<file path="config.mk">
export PLATFORM = sky130hd
export DESIGN_NAME = stats_axil_reader
export DESIGN_NICKNAME = d
export VERILOG_FILES = /design/src/rtl/stats_pkg.sv /design/src/rtl/stats_snapshot.sv /design/src/rtl/stats_axil_reader.sv
export SDC_FILE = /design/constraint.sdc
export NUM_CORES = 1
export LEC_CHECK = 0
export ABC_CLOCK_PERIOD_IN_PS = 2000
export CORE_MARGIN = 2
export CORE_UTILIZATION = 50
export CTS_CLUSTER_SIZE = 12
export DETAILED_ROUTE_END_ITERATION = 8
export GPL_TIMING_DRIVEN = 0
export MAX_ROUTING_LAYER = met4
export PLACE_DENSITY = 0.92
export SYNTH_ARGS = -nofsm -noshare
export SYNTH_HDL_FRONTEND = slang
export SYNTH_SLANG_ARGS = --single-unit
</file>
<file path="constraint.sdc">
create_clock -name clk -period 2 [get_ports clk]
set_clock_uncertainty 0.2 [all_clocks]
set_input_delay 0.6 -clock clk [delete_from_list [all_inputs] [get_ports clk]]
set_output_delay 0.6 -clock clk [all_outputs]
set_load 0.01 [all_outputs]
</file>
<file path="src/rtl/stats_pkg.sv">
// Shared definitions for the statistics AXI4-Lite reader.
//   - word indices of the register map (byte offset >> 2)
//   - CTRL bit positions
//   - AXI response codes
//   - default block identifier
//   - FSM state types for the write and read channels
package stats_pkg;

    // Register word indices, decoded from address bits [4:2]
    localparam logic [2:0] REG_PKT_LO   = 3'd0;  // 0x00
    localparam logic [2:0] REG_PKT_HI   = 3'd1;  // 0x04
    localparam logic [2:0] REG_BYTE_LO  = 3'd2;  // 0x08
    localparam logic [2:0] REG_BYTE_HI  = 3'd3;  // 0x0C
    localparam logic [2:0] REG_CTRL     = 3'd4;  // 0x10
    localparam logic [2:0] REG_SNAP_CNT = 3'd5;  // 0x14
    localparam logic [2:0] REG_ID       = 3'd6;  // 0x18
    localparam logic [2:0] REG_UNMAPPED = 3'd7;  // 0x1C

    // CTRL register bits
    localparam int CTRL_SNAP_BIT = 0;
    localparam int CTRL_CLR_BIT  = 1;

    // AXI response codes
    localparam logic [1:0] RESP_OKAY   = 2'b00;
    localparam logic [1:0] RESP_SLVERR = 2'b10;

    // "STAT" in ASCII
    localparam logic [31:0] BLOCK_ID_DEFAULT = 32'h5354_4154;

    typedef enum logic [1:0] {
        W_IDLE,
        W_EXEC,
        W_RESP
    } wr_state_e;

    typedef enum logic {
        R_IDLE,
        R_DATA
    } rd_state_e;

endpackage

</file>
<file path="src/rtl/stats_snapshot.sv">
// Snapshot storage for the statistics counters.
// Holds one 64-bit packet count, one 64-bit byte count and a 32-bit count
// of how many snapshots have been taken (wraps naturally).
// Ports:
//   clk, rstn     clock, asynchronous active-low reset
//   load_i        one-cycle strobe: capture inputs and bump the count
//   pkt_i/byte_i  live counter values to capture
//   pkt_o/byte_o  captured counter values
//   cnt_o         number of snapshots since reset
module stats_snapshot (
    input  logic        clk,
    input  logic        rstn,
    input  logic        load_i,
    input  logic [63:0] pkt_i,
    input  logic [63:0] byte_i,
    output logic [63:0] pkt_o,
    output logic [63:0] byte_o,
    output logic [31:0] cnt_o
);

    logic [63:0] pkt_q;
    logic [63:0] byte_q;
    logic [31:0] cnt_q;
    logic [31:0] cnt_d;

    assign cnt_d = cnt_q + 32'd1;

    always_ff @(posedge clk or negedge rstn) begin
        if (!rstn) begin
            pkt_q  <= 64'd0;
            byte_q <= 64'd0;
            cnt_q  <= 32'd0;
        end else if (load_i) begin
            pkt_q  <= pkt_i;
            byte_q <= byte_i;
            cnt_q  <= cnt_d;
        end
    end

    assign pkt_o  = pkt_q;
    assign byte_o = byte_q;
    assign cnt_o  = cnt_q;

endmodule

</file>
<file path="src/rtl/stats_axil_reader.sv">
// AXI4-Lite slave giving software access to the packet/byte statistics.
// Both 64-bit counters are captured together into snapshot registers on a
// CTRL.SNAP write so that LO/HI reads never tear; CTRL.CLR drives a
// one-cycle clear_counters pulse to the counter block.
// Ports:
//   clk, rstn          clock, asynchronous active-low reset
//   s_axil_aw*/w*/b*   AXI4-Lite write address, data and response channels
//   s_axil_ar*/r*      AXI4-Lite read address and data channels
//   pkt_count_in       live 64-bit packet counter
//   byte_count_in      live 64-bit byte counter
//   clear_counters     one-cycle clear pulse to the counter block
module stats_axil_reader
    import stats_pkg::*;
#(
    parameter int          ADDR_WIDTH = 8,
    parameter logic [31:0] BLOCK_ID   = BLOCK_ID_DEFAULT
) (
    input  logic                  clk,
    input  logic                  rstn,
    input  logic [ADDR_WIDTH-1:0] s_axil_awaddr,
    input  logic                  s_axil_awvalid,
    output logic                  s_axil_awready,
    input  logic [31:0]           s_axil_wdata,
    input  logic [3:0]            s_axil_wstrb,
    input  logic                  s_axil_wvalid,
    output logic                  s_axil_wready,
    output logic [1:0]            s_axil_bresp,
    output logic                  s_axil_bvalid,
    input  logic                  s_axil_bready,
    input  logic [ADDR_WIDTH-1:0] s_axil_araddr,
    input  logic                  s_axil_arvalid,
    output logic                  s_axil_arready,
    output logic [31:0]           s_axil_rdata,
    output logic [1:0]            s_axil_rresp,
    output logic                  s_axil_rvalid,
    input  logic                  s_axil_rready,
    input  logic [63:0]           pkt_count_in,
    input  logic [63:0]           byte_count_in,
    output logic                  clear_counters
);

    // Only address bits [4:2], wdata[1:0] and wstrb[0] carry meaning
    logic unused_bits;
    assign unused_bits = ^{s_axil_awaddr, s_axil_araddr, s_axil_wdata, s_axil_wstrb};

    logic [63:0] snap_pkt;
    logic [63:0] snap_byte;
    logic [31:0] snap_cnt;

    // ------------------------------------------------------------------
    // Write channel
    // ------------------------------------------------------------------
    wr_state_e   wr_state_q;
    logic        awready_q, wready_q;
    logic        aw_got_q, w_got_q;
    logic [2:0]  waddr_q, waddr_d;
    logic [1:0]  wbits_q, wbits_d;
    logic        wstrb0_q, wstrb0_d;
    logic        bvalid_q;
    logic [1:0]  bresp_q;
    logic        clr_q, snap_q;
    logic        aw_hs, w_hs, both_d, ctrl_hit_d, act_en_d;

    assign aw_hs = s_axil_awvalid && awready_q;
    assign w_hs  = s_axil_wvalid && wready_q;

    // Merge a handshake landing this cycle with anything captured earlier,
    // so AW and W may arrive in either order or together.
    always_comb begin
        waddr_d    = aw_hs ? s_axil_awaddr[4:2] : waddr_q;
        wbits_d    = w_hs ? s_axil_wdata[1:0] : wbits_q;
        wstrb0_d   = w_hs ? s_axil_wstrb[0] : wstrb0_q;
        both_d     = (aw_got_q || aw_hs) && (w_got_q || w_hs);
        ctrl_hit_d = (waddr_d == REG_CTRL);
        act_en_d   = ctrl_hit_d && wstrb0_d;
    end

    always_ff @(posedge clk or negedge rstn) begin
        if (!rstn) begin
            wr_state_q <= W_IDLE;
            awready_q  <= 1'b0;
            wready_q   <= 1'b0;
            aw_got_q   <= 1'b0;
            w_got_q    <= 1'b0;
            waddr_q    <= 3'd0;
            wbits_q    <= 2'd0;
            wstrb0_q   <= 1'b0;
            bvalid_q   <= 1'b0;
            bresp_q    <= RESP_OKAY;
            clr_q      <= 1'b0;
            snap_q     <= 1'b0;
        end else begin
            // Action strobes are high only for the single W_EXEC cycle
            clr_q  <= 1'b0;
            snap_q <= 1'b0;
            case (wr_state_q)
                W_IDLE: begin
                    waddr_q  <= waddr_d;
                    wbits_q  <= wbits_d;
                    wstrb0_q <= wstrb0_d;
                    if (both_d) begin
                        awready_q  <= 1'b0;
                        wready_q   <= 1'b0;
                        aw_got_q   <= 1'b0;
                        w_got_q    <= 1'b0;
                        clr_q      <= act_en_d && wbits_d[CTRL_CLR_BIT];
                        snap_q     <= act_en_d && wbits_d[CTRL_SNAP_BIT];
                        bresp_q    <= ctrl_hit_d ? RESP_OKAY : RESP_SLVERR;
                        wr_state_q <= W_EXEC;
                    end else begin
                        aw_got_q  <= aw_got_q || aw_hs;
                        w_got_q   <= w_got_q || w_hs;
                        awready_q <= !(aw_got_q || aw_hs);
                        wready_q  <= !(w_got_q || w_hs);
                    end
                end
                W_EXEC: begin
                    bvalid_q   <= 1'b1;
                    wr_state_q <= W_RESP;
                end
                W_RESP: begin
                    if (s_axil_bready) begin
                        bvalid_q   <= 1'b0;
                        awready_q  <= 1'b1;
                        wready_q   <= 1'b1;
                        wr_state_q <= W_IDLE;
                    end
                end
                default: wr_state_q <= W_IDLE;
            endcase
        end
    end

    assign s_axil_awready = awready_q;
    assign s_axil_wready  = wready_q;
    assign s_axil_bvalid  = bvalid_q;
    assign s_axil_bresp   = bresp_q;
    assign clear_counters = clr_q;

    // The snapshot loads at the edge closing W_EXEC, the same edge at which
    // the counter block clears, so SNAP+CLR captures the pre-clear values.
    stats_snapshot u_snapshot (
        .clk    (clk),
        .rstn   (rstn),
        .load_i (snap_q),
        .pkt_i  (pkt_count_in),
        .byte_i (byte_count_in),
        .pkt_o  (snap_pkt),
        .byte_o (snap_byte),
        .cnt_o  (snap_cnt)
    );

    // ------------------------------------------------------------------
    // Read channel
    // ------------------------------------------------------------------
    rd_state_e   rd_state_q;
    logic        arready_q;
    logic        rvalid_q;
    logic [31:0] rdata_q, rdata_d;
    logic [1:0]  rresp_q, rresp_d;
    logic        ar_hs;

    assign ar_hs = s_axil_arvalid && arready_q;

    always_comb begin
        rdata_d = 32'd0;
        rresp_d = RESP_OKAY;
        case (s_axil_araddr[4:2])
            REG_PKT_LO:   rdata_d = snap_pkt[31:0];
            REG_PKT_HI:   rdata_d = snap_pkt[63:32];
            REG_BYTE_LO:  rdata_d = snap_byte[31:0];
            REG_BYTE_HI:  rdata_d = snap_byte[63:32];
            REG_CTRL:     rdata_d = 32'd0;
            REG_SNAP_CNT: rdata_d = snap_cnt;
            REG_ID:       rdata_d = BLOCK_ID;
            default:      rresp_d = RESP_SLVERR;
        endcase
    end

    // rdata is frozen while in R_DATA, so a snapshot landing during a
    // stalled read cannot change what the master eventually sees.
    always_ff @(posedge clk or negedge rstn) begin
        if (!rstn) begin
            rd_state_q <= R_IDLE;
            arready_q  <= 1'b0;
            rvalid_q   <= 1'b0;
            rdata_q    <= 32'd0;
            rresp_q    <= RESP_OKAY;
        end else begin
            case (rd_state_q)
                R_IDLE: begin
                    arready_q <= !ar_hs;
                    if (ar_hs) begin
                        rdata_q    <= rdata_d;
                        rresp_q    <= rresp_d;
                        rvalid_q   <= 1'b1;
                        rd_state_q <= R_DATA;
                    end
                end
                R_DATA: begin
                    if (s_axil_rready) begin
                        rvalid_q   <= 1'b0;
                        arready_q  <= 1'b1;
                        rd_state_q <= R_IDLE;
                    end
                end
                default: rd_state_q <= R_IDLE;
            endcase
        end
    end

    assign s_axil_arready = arready_q;
    assign s_axil_rvalid  = rvalid_q;
    assign s_axil_rdata   = rdata_q;
    assign s_axil_rresp   = rresp_q;

endmodule

</file>
==> impl_metrics.toml <==
[status]
status = "complete, but fails checks"
violations = "negative setup slack"

[grt]
grt_max_degree = 123
gr-total-overflow = 0
grt_pass1_vias = 7385
antenna_found_initial = 1
grt_pass1_wl_um = 41000
grtUsageTotal_pct = 27.7

[synthesis]
ys_seq_elements = 212
synthCells = 726
synthesis.area_sq_mm = 0.00943
yosys_warnings = 0
ys_types = 51
synth_edf_count = 0
ys_seq_area_share_pct = 56.2
async_flop_share_pct = 100
synthFlopType = "dfrtp_1"
synth_area_per_cell_sq_um = 13.0

[clock_network]
cts_buffers = 23
tritoncts = "done"
clk_pin_slew_ns = 0.06
cts-root-buf = "clkbuf_16"
clock_latency_ns = 0.50
htree_num_levels = 1
clockBufferDepth = 3
clkSinkCount = 212

[sta]
hold_ws_ns = 0.283
finalMaxSlewViolations = 0
worst_slew_pin_slew_ns = 0.748
finalHoldViolCount = 0
rsz0062_at_grt = "true"
fin_crit_ns = 2.02
setup_ws_ns = -0.0237
period_share_pct = 101
fmax_mhz = 494
slew_headroom_pct = 50.1
final.setup.tns_ns = -0.0237
final-setup-viol-count = 1

[floorplanning]
ios = 229
rows = 50
dieArea_sq_mm = 0.0200
die_y_um = 141
initial_core_util_pct = 50.8
coreArea_sq_mm = 0.0186
fp.dieW_um = 141

[power]
power_mw = 12.5
vdd_drop_max_mv = 0.829
p_leak_nw = 5.79
p_per_area_mw_per_mm2 = 997

[worst_setup_path]
crit_chain = "clkdlybuf4s15_1, buf_6, buf_6, mux2_2, a222oi_1, o21ai_0"
cp-startpoint = "s_axil_araddr[3]"
cp.required_ns = 2.17
worstReg2RegStart = "snap_q"
critical_path_cell_count = 6
worst-r2r-cell-count = 4
cp_common_cell = "buf_6"
crit_path_end = "s_axil_rdata[31]"
worstPathMaxFanout = 10
reg2reg_slack_ns = 0.09
critPathTopFamily = "buffers and inverters"
crit_path_end_kind = "flop"
critPathKind = "in -> reg"
critPathLaunchType = "input pin"
path_buf_inv = 3
worst_path_max_delay_cell = "mux2_2"
cp.arrival_ns = 2.19
max_stage_delay_ns = 0.40
r2r-end = "u_snapshot.byte_o[13]"

[detailed_routing]
drc = 0
m1WireLength_um = 10700
dr_wl_met2_um = 12800
vias = 7207
wl_um = 27300
top_layer = "met4"
wl_met3_um = 2540
drt_pass1_iterations = 6
ant_nets = 0
via_per_inst = 6.03
wl_per_cell_um = 22.8
drt_iter0_drc = 818

[layout]
layout-drive-gt1-share_pct = 28.3
nNetsFinal = 1137
fin_util_pct = 67.3
syn2layout_area_growth_pct = 32.6

[min_path]
min-delay-path-class = "reg -> reg"

[place]
portBuffers = 182
place_worst_setup_slack_ns = -1.02
gp_congestion = 0.914
post-dp-hpwl_um = 18700

[run]
maxCapViolations = 0
area by class of cell:
type	count	area, sq um
Sequential cell	212	5310
Fill cell	1274	6070
Multi-Input combinational cell	463	3940
Tap cell	234	293
Timing Repair Buffer	198	1940
Buffer	47	283
Antenna cell	1	2.50
Clock buffer	34	687
Inverter	4	16.3
Clock inverter	3	40.0
worst min path at each step:
stage / start / endpoint / slack [ns] / depth (start not counted)
finish: s_axil_rdata[19] / s_axil_rdata[19] / 0.28 / 2
floorplan: rstn / aw_got_q / 0.10 / 0
global placement: s_axil_rvalid / s_axil_rvalid / 0.26 / 2
detailed placement: u_snapshot.cnt_o[31] / u_snapshot.cnt_o[31] / 0.27 / 1
global route: u_snapshot.cnt_o[31] / u_snapshot.cnt_o[31] / 0.31 / 1
CTS: s_axil_rdata[15] / s_axil_rdata[15] / 0.29 / 2
kinds of logic after synthesis:
family | share of synthesized area (%)
AOI/OAI and AO/OA | 8.77
xor gates and xnor gates | 2.88
adders and majority gates | 0.133
buffers and inverters | 2.63
DFF | 56.2
muxes | 20.9
other | 0.0398
and+or+nand+nor | 8.41
cells in the mapped netlist (2+ instances only):
master	n	area [sq um]
xnor2_1	26	228
mux4_2	8	180
o21ai_1	2	10.0
dfrtp_1	212	5310
nor3_1	5	25.0
nand3_1	20	100
o211ai_1	6	45.0
and3_1	5	31.3
clkbuf_1	14	52.6
a221oi_1	2	17.5
mux2i_1	9	90.1
nor2_1	9	33.8
and2_1	3	18.8
buf_2	24	120
nand2b_1	2	12.5
nand2_1	50	188
a22o_1	18	158
inv_1	3	11.3
o21a_1	4	30.0
and4_1	3	26.3
a211oi_1	3	22.5
xor2_1	5	43.8
buf_1	5	18.8
buf_4	4	30.0
nand4_2	3	37.5
o21ai_0	31	155
a22oi_1	5	37.5
a31oi_1	10	62.6
a32o_1	6	60.1
nand4_1	14	87.6
mux2_2	151	1700
a21oi_1	7	35.0
nor2b_1	24	150
o221ai_1	3	26.3
o22ai_1	2	12.5
or3_1	2	12.5
a222oi_1	12	120
power by group:
group | switching [mW] | internal (mW)
Combinational | 1.29 | 1.50
Sequential | 0.477 | 5.08
Clock | 1.65 | 2.48
timing repair:
item                                    in CTS  in global routing
gates cloned                                 0                  0
hold buffers                                 1                  0
buffers inserted                             4                 10
endpoints found under the hold margin       90                  0
endpoints found under the setup margin      83                256
resized for setup                           70                 41
pin swaps                                    1                  1
flip-flops by register name, indices dropped and copies added (netlist names), 2 cells and up:
signal and cells:
u_snapshot.byte_o 64, u_snapshot.pkt_o 64, s_axil_rdata 32, u_snapshot.cnt_o 32, waddr_q 3, wbits_q 2, wr_state_q 2
through the flow:
step,instance area [sq um],instances
floorplan,9440,727
global placement,11500,1143
detailed placement,11600,1144
CTS,12400,1186
global route,12500,1196
finish,12500,1196
layout by cell type, fill, tap and decap left out, types with 20 or more instances in the layout:
master,instances
dfrtp_1,211
clkdlybuf4s50_1,139
dlygate4sd2_1,23
nand3_1,20
xnor2_1,26
o21ai_0,31
nand2_1,50
mux2_2,151
nor2b_1,23
clkbuf_16,23
routing by layer:
layer  up-vias  GRT usage (%)
li1       3109              -
met1      3615           34.7
met2       396           43.3
met3        87           7.49
met4         0           11.2
met5         -              -
worst register-to-register path, delay by kind of cell (launching register included):
| family | cells | cell delay [ns] |
|---|---|---|
| mux | 1 | 0.40 |
| buf+inv | 3 | 0.87 |
| flops | 1 | 0.32 |
Power figures use the tool's default switching activity.
